$ cat config.mk
export PLATFORM = sky130hd
export DESIGN_NAME = debounced_updown_button_counter
export DESIGN_NICKNAME = d
export VERILOG_FILES = /design/src/rtl/debounced_updown_button_counter.sv
export SDC_FILE = /design/constraint.sdc
export NUM_CORES = 1
export LEC_CHECK = 0
export CAP_MARGIN = 10
export CORE_MARGIN = 3
export CORE_UTILIZATION = 55
export CTS_BUF_LIST = sky130_fd_sc_hd__clkbuf_4
export CTS_CLUSTER_SIZE = 16
export DETAILED_ROUTE_END_ITERATION = 6
export GPL_ROUTABILITY_DRIVEN = 0
export PLACE_DENSITY = 0.8
export RECOVER_POWER = 50
export SLEW_MARGIN = 20
export SYNTH_ARGS = -nofsm -noshare
export SYNTH_HDL_FRONTEND = slang
export SYNTH_SLANG_ARGS = --single-unit
$ cat constraint.sdc
create_clock -name i_clk -period 3.6 [get_ports i_clk]
set_clock_uncertainty 0.05 [all_clocks]
set_input_delay 0.72 -clock i_clk [delete_from_list [all_inputs] [get_ports i_clk]]
set_output_delay 0.72 -clock i_clk [all_outputs]
set_load 0.05 [all_outputs]
$ cat src/rtl/debounced_updown_button_counter.sv
// Up/down push-button LED counter: 2-flop sync, per-button debounce, press edge detect, wrap or saturate step.
// Define AUTO_REPEAT_EN to add hold-to-repeat stepping while exactly one button is held.

module debounced_updown_button_counter #(
    parameter int WIDTH         = 8,
    parameter int DEBOUNCE      = 4,
    parameter int SATURATE      = 0,
    parameter int REPEAT_DELAY  = 8,
    parameter int REPEAT_PERIOD = 4
) (
    input  logic             i_clk,
    input  logic             i_rst,
    input  logic             i_btn_up,
    input  logic             i_btn_down,
    output logic [WIDTH-1:0] o_led,
    output logic             o_up_pulse,
    output logic             o_down_pulse,
    output logic             o_limit_hit
);

    localparam int             CW      = (DEBOUNCE > 1) ? $clog2(DEBOUNCE) : 1;
    localparam logic [CW-1:0]  DB_LAST = CW'(DEBOUNCE - 1);
    localparam logic [WIDTH-1:0] LED_MAX = '1;

    generate
        if (WIDTH < 2) begin : g_bad_width
            $error("WIDTH must be at least 2");
        end
        if (DEBOUNCE < 1) begin : g_bad_debounce
            $error("DEBOUNCE must be at least 1");
        end
        if (REPEAT_DELAY < 1 || REPEAT_PERIOD < 1) begin : g_bad_repeat
            $error("REPEAT_DELAY and REPEAT_PERIOD must be at least 1");
        end
    endgenerate

    // Bit 0 is the up button, bit 1 the down button throughout.
    logic [1:0]    w_raw;
    logic [1:0]    r_sync1;
    logic [1:0]    r_sync2;
    logic [1:0]    r_lvl;
    logic [1:0]    r_lvl_d;
    logic [CW-1:0] r_db_cnt [2];
    logic [1:0]    w_press;
    logic [1:0]    w_rpt;
    logic [1:0]    w_step;

    logic [WIDTH-1:0] r_led;
    logic             r_up_pulse;
    logic             r_down_pulse;
    logic             r_limit_hit;

    assign w_raw = {i_btn_down, i_btn_up};

    always_ff @(posedge i_clk) begin
        if (i_rst) begin
            r_sync1 <= '0;
            r_sync2 <= '0;
            r_lvl   <= '0;
            r_lvl_d <= '0;
            for (int i = 0; i < 2; i++) begin
                r_db_cnt[i] <= '0;
            end
        end else begin
            r_sync1 <= w_raw;
            r_sync2 <= r_sync1;
            r_lvl_d <= r_lvl;
            for (int i = 0; i < 2; i++) begin
                if (r_sync2[i] == r_lvl[i]) begin
                    r_db_cnt[i] <= '0;
                end else if (r_db_cnt[i] == DB_LAST) begin
                    r_db_cnt[i] <= '0;
                    r_lvl[i]    <= ~r_lvl[i];
                end else begin
                    r_db_cnt[i] <= r_db_cnt[i] + 1'b1;
                end
            end
        end
    end

    assign w_press = r_lvl & ~r_lvl_d;

`ifdef AUTO_REPEAT_EN
    localparam int RPT_MAX = (REPEAT_DELAY > REPEAT_PERIOD) ? REPEAT_DELAY : REPEAT_PERIOD;
    localparam int TW      = $clog2(RPT_MAX + 1);
    localparam logic [TW-1:0] RPT_DLY_LD = TW'(REPEAT_DELAY - 1);
    localparam logic [TW-1:0] RPT_PER_LD = TW'(REPEAT_PERIOD - 1);

    logic          w_one_held;
    logic          w_single_press;
    logic          w_rpt_fire;
    logic          r_rpt_act;
    logic [TW-1:0] r_rpt_cnt;

    assign w_one_held     = r_lvl[0] ^ r_lvl[1];
    assign w_single_press = w_press[0] ^ w_press[1];
    assign w_rpt_fire     = r_rpt_act && (r_rpt_cnt == '0) && w_one_held && !w_single_press;

    // Down-counter armed by a lone press; terminal count issues a step and reloads the period.
    always_ff @(posedge i_clk) begin
        if (i_rst || !w_one_held) begin
            r_rpt_act <= 1'b0;
            r_rpt_cnt <= '0;
        end else if (w_single_press) begin
            r_rpt_act <= 1'b1;
            r_rpt_cnt <= RPT_DLY_LD;
        end else if (r_rpt_act) begin
            if (r_rpt_cnt == '0) begin
                r_rpt_cnt <= RPT_PER_LD;
            end else begin
                r_rpt_cnt <= r_rpt_cnt - 1'b1;
            end
        end
    end

    assign w_rpt = {2{w_rpt_fire}} & r_lvl;
`else
    assign w_rpt = 2'b00;
`endif

    assign w_step = w_press | w_rpt;

    // Simultaneous up and down steps cancel: both pulses, count untouched.
    always_ff @(posedge i_clk) begin
        if (i_rst) begin
            r_led        <= '0;
            r_up_pulse   <= 1'b0;
            r_down_pulse <= 1'b0;
            r_limit_hit  <= 1'b0;
        end else begin
            r_up_pulse   <= w_step[0];
            r_down_pulse <= w_step[1];
            r_limit_hit  <= 1'b0;
            if (w_step == 2'b01) begin
                if (r_led == LED_MAX) begin
                    r_limit_hit <= 1'b1;
                    if (SATURATE == 0) begin
                        r_led <= '0;
                    end
                end else begin
                    r_led <= r_led + 1'b1;
                end
            end else if (w_step == 2'b10) begin
                if (r_led == '0) begin
                    r_limit_hit <= 1'b1;
                    if (SATURATE == 0) begin
                        r_led <= LED_MAX;
                    end
                end else begin
                    r_led <= r_led - 1'b1;
                end
            end
        end
    end

    assign o_led        = r_led;
    assign o_up_pulse   = r_up_pulse;
    assign o_down_pulse = r_down_pulse;
    assign o_limit_hit  = r_limit_hit;

endmodule

# ---- Yosys cells after proc, flatten, opt, wreduce, memory -nomap -nowiden
# Memory sizes are Yosys's and may differ from the RTL's.
# Index checks and enable logic that the tools add are counted.
dict set report word_totals {
  n_memories 1
  latchBits 0
  ramBits 4
  reg_bits 19
  mem_bits_ro 0
}
# name depth word_bits rd rd_ports_with_merged_regs wr line
set memory_table {}
lappend memory_table {r_db_cnt 2 2 2 0 2 43} ;# logic [CW-1:0] r_db_cnt [2];
dict set report classes {
  magnitude_cmp 0
  shifts 0
  div_mod_pow 0
  mul 0
  addsub 4
  eq_ne 7
  n_bitwise 12
  mux 38
  reduce_logical 4
}
# cell n
set op_table {}
lappend op_table {{$mux W8} 4}
lappend op_table {{$mux W1} 28}
lappend op_table {{$mux W2} 6}
lappend op_table {{$add A8 B1 Y8 const B} 1}
lappend op_table {{$eq A8 B8 Y1 const B} 1}
lappend op_table {{$logic_not A8 Y1} 1}
lappend op_table {{$sub A8 B1 Y8 const B} 1}
lappend op_table {{$eq A2 B2 Y1 const B} 3}
lappend op_table {{$or A1 B1 Y1} 6}
lappend op_table {{$add A2 B1 Y2 const B} 2}
lappend op_table {{$not A1 Y1} 4}
lappend op_table {{$reduce_and A2 Y1} 2}
lappend op_table {{$and A2 B2 Y2} 1}
lappend op_table {{$eq A1 B1 Y1} 2}
lappend op_table {{$eq A2 B1 Y1 const B} 1}
lappend op_table {{$not A2 Y2} 1}
lappend op_table {{$reduce_bool A2 Y1} 1}

# ---- Logic depth before layout (Yosys ltp)
# Gate-level depths: netlist of the first run.
# An unclocked memory read counts as a cell.
dict set report depth {
  ltp_word 8
  depth_mapped 8
  mapped_depth_nobuf 7
}

# ---- Worst setup path before layout of the first run
# No wires, ideal clock.
dict set report synth_path {
  path_kind {register to register}
  startpoint {reg r_led[2] (netlist: o_led[2])}
  endpoint {reg r_led[4] (netlist: o_led[4])}
  path_slack_ns 1.562
  arrival_ns 1.892
  t_required_ns 3.455
  path_buffers 1
  synth_period_minus_slack_ns 2.038
  stages_incl_launch_ff 6
  path_cell_list {dfxtp_1 buf_6 or4_4 nor4_4 o21ai_0 a221oi_1}
}
dict set report synth_between {
  elab_chain_cells 4
}
# item line
set synth_lines {}
lappend synth_lines {{start, declared} 48} ;# logic [WIDTH-1:0] r_led;
lappend synth_lines {{start signal, assigned} 141} ;# r_led <= r_led + 1'b1;
lappend synth_lines {{start signal, assigned} 150} ;# r_led <= r_led - 1'b1;
lappend synth_lines {{$sub A8 B1 Y8 or $logic_not A8 Y1 (tied branches)} {150, 144}}
lappend synth_lines {{$mux W8} 144} ;# if (r_led == '0) begin
lappend synth_lines {{$mux W8} 143} ;# end else if (w_step == 2'b10) begin
lappend synth_lines {{$mux W8 (*)} 134} ;# if (w_step == 2'b01) begin
# Every way passes the cells marked *; elsewhere a longest branch is shown, timed or not. The select of a mux whose other input is x is not followed.
# A chain may end at the register's enable or synchronous reset.

# ---- Final worst setup path of the first run
dict set report layout_path {
  startpoint {reg r_led[7] (netlist: o_led[7])}
  endpoint {out o_led[7]}
}
# item line
set layout_rtl {}
lappend layout_rtl {{end, declared} 15} ;# output logic [WIDTH-1:0] o_led,
# No word-level cell between the ends.

==> results by group, run 1 <==
Clocking
  – CTS root buffer: clkbuf_4
  – Post-CTS setup buffer count: 0
  – Maximum clock path buffer count: 2
  – Worst skew pair latency: 0.31 ns
  – Worst-path clk slew: 0.13 ns
  – TritonCTS Buffers: 3
  – CTS tree: done
  – Post_cts resized: 0
  – Clk sinks: 23
  – Cts hold-fix bufs: 0
  – CTS H-tree lvls: 1

Run status
  – Status: finished, final reports clean

Run
  – Maxcap violations: 0

Power and ir drop
  – Seq pwr share: 61.5%
  – Sw power: 118 uW
  – Switching Share: 26.2%
  – Power after layout: 451 uW
  – Power per cell area: 334 mW/mm^2
  – Comb power frac: 12.7%
  – Clock Power Share: 25.8%
  – Worst vdd ir: 0.289 mV
  – Pleak: 0.000511 uW
  – P_int: 333 uW

Drt
  – Drt drc: 0
  – Total Wirelength: 2180 um
  – Post-DR wirelength/cell: 12.7 um
  – Detailed Routing Iterations Pass 1: 4
  – Final antenna-violating net count: 0
  – DR vias: 972
  – Drt initial violations: 32
  – Vias per cell: 5.68

GRT
  – GRT Total Usage: 19.3%
  – Initial antenna violation count: 0
  – Grt ovf: 0
  – Largest net degree at the start of global routing: 22
  – First-pass GRT wire length: 3900 um
  – Number of global-route vias before repair: 890

Place
  – Worst slack, placed: 1.29 ns
  – Detailed placement HPWL: 1620 um
  – Port Buffers: 14

Layout
  – # fillers: 157
  – Share of cells above drive strength 1: 4.86%
  – Layout Nets: 156
  – Multi-input combinational cell area: 609 um^2
  – Ant diodes: 0
  – FF+latch area: 500 um^2
  – Area Overhead vs Synth: 12.6%

Synth
  – Yosys top cell area share: 31.8%
  – Post-synthesis sequential area ratio: 41.8%
  – Synthesized area per cell: 9.14 um^2
  – Synth Warn #: 0
  – Top post-synthesis cells by count: dfxtp_1 (19), nor2_1 (16), inv_1 (10), ha_1 (7), nand2_1 (7)
  – Synth cell types: 41
  – Most numerous cell in the Yosys netlist: dfxtp_1
  – Synth area leaders: dfxtp_1 (32%), edfxtp_1 (10%), ha_1 (7.3%)
  – Mapped Area: 0.00120 mm^2
  – Main flop type after synthesis: dfxtp_1
  – Post-synth EDFFs: 4
  – #FFs+latches synth: 23
  – Post-Syn Instances: 131
  – Post-synthesis async set-or-reset flop share: 0%
  – Largest area contributor in the netlist: dfxtp_1

Die
  – # IOs: 15
  – Initial core utilization: 59.8%
  – Die Span X: 52.7 um
  – Full die area: 0.00277 mm^2
  – Core Area: 0.00200 mm^2
  – Height of the die: 52.7 um
  – # rows: 16

Timing
  – Highest clock rate: 399 MHz
  – Final Hold Viols: 0
  – Max-slew headroom: 38.6%
  – Tmin final: 2.51 ns
  – Max Slew Vio Count: 0
  – Period utilization: 69.6%
  – RSZ-0062 raised after global routing: no
  – # setup viols final: 0
  – Final setup TNS: 0 ns
  – Slew at the pin closest to its max-slew limit: 0.913 ns
  – Final worst slack: 1.09 ns

Critical path
  – Reg2reg path depth: 4
  – WP depth: 1
  – CP endpoint kind: output port
  – Delay-heaviest family, CP: buffers and inverters
  – Slowest stage cell on the critical path: clkdlybuf4s50_1
  – Crit path buf inv count: 1
  – Max incr delay on CP: 0.87 ns
  – Worst-path cell chain: clkdlybuf4s50_1
  – Critical path launch point type: flop
  – WP data arrival: 1.74 ns
  – Max FO, Critical Path: 10
  – Critical path type: flop to output port
  – Crit path required time: 2.83 ns
  – R2R setup slack: 1.09 ns

Min path
  – Worst Hold Depth: 1
  – Hold crit path type: flop to flop
==> power by group through the flow <==
| stage | sequential [uW] | clock [uW] | combinational (uW) |
|---|---|---|---|
| final | 277 | 116 | 57.3 |
| after global routing | 278 | 127 | 63.2 |
| after CTS | 277 | 120 | 61.3 |
| after detailed placement | 283 | 0 | 61.1 |
| after global placement | 283 | 0 | 60.1 |
| after floorplan | 290 | 0 | 38.8 |
==> registers in the layout, summed over array words and instances, names as in the netlist <==
| register | cells |
|---|---|
| r_sync1 | 2 |
| r_sync2 | 2 |
| o_down_pulse | 1 |
| o_up_pulse | 1 |
| o_led | 8 |
| o_limit_hit | 1 |
| r_db_cnt | 4 |
| r_lvl | 2 |
| r_lvl_d | 2 |
==> layer usage <==
metal	vias to the layer above	global-route usage, %	share of wire [%]
met2	33	28.1	43
met3	5	5.41	6.6
met1	448	26.1	48
li1	486	-	-
met5	-	0	0
met4	0	8.94	1.7
==> cell usage in the layout (no fill, tap or decap), types with 4 or more instances in the layout <==
cell type,instances
dfxtp_1,19
nor2_1,16
clkdlybuf4s50_1,13
inv_1,10
nand2_1,7
ha_1,7
nor2b_1,6
o21ai_0,5
nand2b_1,4
nor3_1,4
edfxtp_1,4
conb_1,4
==> cell families after synthesis <==
family	Yosys count	share of synthesized area [%]
DFF	23	41.8
AOI/OAI and AO/OA	28	17.7
buffers and inverters	18	6.69
muxes	3	2.51
and+or+nand+nor	48	21.5
xor gates and xnor gates	3	2.19
adders and majority gates	7	7.31
other	1	0.313
==> per-stage QoR <==
| step | hold slack [ns] | util, % | instances | instance area, um^2 |
|---|---|---|---|---|
| floorplan | 0.364 | - | 134 | 1210 |
| global placement | 0.376 | 66.9 | 167 | 1340 |
| detailed placement | 0.375 | 66.9 | 167 | 1340 |
| CTS | 0.393 | 68.3 | 171 | 1370 |
| global route | 0.409 | 67.4 | 171 | 1350 |
| finish | 0.385 | 67.4 | 171 | 1350 |
==> final timing paths <==
check | start | to
min | r_sync1[0] | r_sync2[0]
min reg2reg | r_sync1[0] | r_sync2[0]
max | o_led[7] | o_led[7]
max reg2reg | o_led[2] | o_led[4]
==> worst reg2reg max path: stages (launching register included) <==
cell	delay, ns
dfxtp_1	0.43
or4_1	0.67
nor4_1	0.79
o21ai_0	0.23
a221oi_1	0.26
==> final cells by class <==
class	instances	share of cell area, %
clock buffer	3	1.67
clock inverter	1	0.371
inverter	10	2.78
multi-input combinational	93	45.2
sequential	23	37.1
tap	27	2.50
timing repair buffer	14	10.4
Note: power is estimated with default switching activity, not from simulation.
==> run 2, diff against run 1 <==
==> constraint.sdc (replaced) <==
create_clock -name i_clk -period 2.4 [get_ports i_clk]
set_clock_uncertainty 0.05 [all_clocks]
set_input_delay 0.48 -clock i_clk [delete_from_list [all_inputs] [get_ports i_clk]]
set_output_delay 0.48 -clock i_clk [all_outputs]
set_load 0.05 [all_outputs]
==> run 2 against run 1 <==
- hold slack improved by 0.017 ns
- first-iteration DRC count increased by 38%
- utilization increased by 1.1 points
- critical path type unchanged
- largest power group unchanged
==> results by group, run 2 (synthesis results as in run 1) <==
Drt
  – Total Wirelength: 2290 um (+5.4%)
  – Vias per cell: 5.61 (-1.3%)
  – Detailed Routing Iterations Pass 1: 4 (unchanged)
  – DR vias: 965 (-0.72%)
  – Post-DR wirelength/cell: 13.3 um (+4.8%)
  – Drt initial violations: 44 (+38%)
  – Drt drc: 0 (unchanged)
  – Final antenna-violating net count: 0 (unchanged)

Timing
  – Slew at the pin closest to its max-slew limit: 0.809 ns (-0.104 ns)
  – Max-slew headroom: 46.1% (+7.5 points)
  – Final setup TNS: 0 ns (unchanged)
  – Max Slew Vio Count: 0 (unchanged)
  – Period utilization: 95.3%
  – Final worst slack: 0.114 ns (-0.980 ns)
  – Tmin final: 2.29 ns
  – Highest clock rate: 437 MHz
  – Final Hold Viols: 0 (unchanged)
  – # setup viols final: 0 (unchanged)
  – RSZ-0062 raised after global routing: no

Die
  – Initial core utilization: 59.8% (unchanged)
  – # rows: 16 (unchanged)
  – Full die area: 0.00277 mm^2 (unchanged)
  – # IOs: 15 (unchanged)
  – Die Span X: 52.7 um (unchanged)
  – Height of the die: 52.7 um (unchanged)
  – Core Area: 0.00200 mm^2 (unchanged)

Layout
  – Area Overhead vs Synth: 14.4%
  – Share of cells above drive strength 1: 5.52% (+0.66 points)
  – Max reg flops: 8 (unchanged)
  – Most frequent cells in the layout: dfxtp_1 (19), nor2_1 (16), clkdlybuf4s50_1 (13), inv_1 (10)
  – Most common cell after layout, fill and taps aside: dfxtp_1
  – Ant diodes: 0 (unchanged)
  – Layout Nets: 157 (+0.64%)

Critical path
  – Critical path type: flop to output port
  – Crit path from: o_led[6]
  – Slowest stage cell on the critical path: clkdlybuf4s50_1
  – CP endpoint kind: output port
  – Max FO, Critical Path: 10 (unchanged)
  – Reg2reg path depth: 4 (unchanged)
  – Max incr delay on CP: 0.88 ns (about the same)
  – RR Startpoint: o_led[2]
  – WP data arrival: 1.76 ns (+0.02 ns)
  – Worst-path cell chain: clkdlybuf4s50_1
  – R2R Path End: o_led[6]
  – Delay-heaviest family, CP: buffers and inverters
  – Critical path launch point type: flop
  – R2R setup slack: 0.36 ns (-0.73 ns)
  – Crit path required time: 1.87 ns (-0.96 ns)
  – Crit path buf inv count: 1 (unchanged)

Clocking
  – Worst skew pair latency: 0.30 ns (about the same)
  – Cts hold-fix bufs: 0 (unchanged)
  – CTS tree: done
  – Worst-path clk slew: 0.11 ns (-0.02 ns)
  – CTS root buffer: clkbuf_4
  – CTS H-tree lvls: 1 (unchanged)
  – Maximum clock path buffer count: 2 (unchanged)
  – TritonCTS Buffers: 3 (unchanged)
  – Clk sinks: 23 (unchanged)
  – Post_cts resized: 0 (unchanged)
  – Post-CTS setup buffer count: 0 (unchanged)

Place
  – Detailed placement HPWL: 1730 um (+7.0%)
  – Worst slack, placed: 0.459 ns (-0.834 ns)
  – Port Buffers: 14 (unchanged)

Min path
  – Hold path start: r_sync1[1]
  – Hold crit path type: flop to flop
  – Sink of the worst hold path: r_sync2[1]
  – Worst Hold Depth: 1 (unchanged)

GRT
  – Largest net degree at the start of global routing: 20 (-9.1%)
  – First-pass GRT wire length: 4080 um (+4.8%)
  – Number of global-route vias before repair: 925 (+3.9%)
  – Grt ovf: 0 (unchanged)
  – Initial antenna violation count: 0 (unchanged)
  – GRT Total Usage: 19.7% (+0.42 points)

Power and ir drop
  – Pleak: 0.000519 uW (+1.6%)
  – Power per cell area: 504 mW/mm^2 (+51%)
  – Worst vdd ir: 0.392 mV (+36%)

Run
  – Maxcap violations: 0 (unchanged)

Run status
  – Status: finished, final reports clean
[run 2: changes by cell type in the layout (fill, tap and decap cells not counted), sizes merged]
| cell | previous run | this run |
|---|---|---|
| clkinv | 1 | 0 |
| clkbuf | 3 | 5 |
[run 2: worst max-delay path by stage]
stage,to,slack (ns),cells past startpoint
CTS,o_led[6],0.10,1
detailed placement,o_led[6],0.46,1
floorplan,o_led[4],0.36,5
global placement,o_led[7],0.47,1
global route,o_led[6],0.04,1
finish,o_led[6],0.11,1
[run 2: layout make-up]
class                   count  area [um^2]
repair buffers             15          144
well taps                  27         33.8
flip-flops and latches     23          500
clock buffers               4         30.0
inverters                  10         37.5
fillers                   176          632
multi-input cells          93          624
[run 2: per-layer routing]
layer	share of wire [%]	wire length [um]	global-route usage, %
met3	9.4	216	5.41
met5	0	0	0
met2	47	1070	33.3
met1	43	988	24.8
met4	0.57	13	4.26
[run 2: power by group]
| group | internal (uW) | switching [uW] |
|---|---|---|
| registers | 404 | 12.5 |
| logic | 36.6 | 54.7 |
| clock network | 76.2 | 107 |
| total | 516 | 174 |
[run 2: stage by stage]
stage,instances,hold slack [ns],instance area (um^2),power (uW),utilization (%)
2_1_floorplan,134,0.364,1210,492,-
3_3_place_gp,168,0.370,1350,515,67.3
3_5_place_dp,168,0.380,1350,519,67.3
4_1_cts,172,0.407,1380,700,68.8
5_1_grt,172,0.419,1370,724,68.4
6_report,172,0.402,1370,690,68.4
==> run 3, diff against run 2 <==
--- a/config.mk
+++ b/config.mk
@@ -5,7 +5,7 @@
 export SDC_FILE = /design/constraint.sdc
 export NUM_CORES = 1
 export LEC_CHECK = 0
-export CAP_MARGIN = 10
+export CAP_MARGIN = 25
 export CORE_MARGIN = 3
 export CORE_UTILIZATION = 55
 export CTS_BUF_LIST = sky130_fd_sc_hd__clkbuf_4
@@ -14,6 +14,7 @@
 export GPL_ROUTABILITY_DRIVEN = 0
 export PLACE_DENSITY = 0.8
 export RECOVER_POWER = 50
+export SKIP_CTS_REPAIR_TIMING = 1
 export SLEW_MARGIN = 20
 export SYNTH_ARGS = -nofsm -noshare
 export SYNTH_HDL_FRONTEND = slang
==> results of run 3 <==
The final DEF is identical to that of run 2; final timing and power are the same.
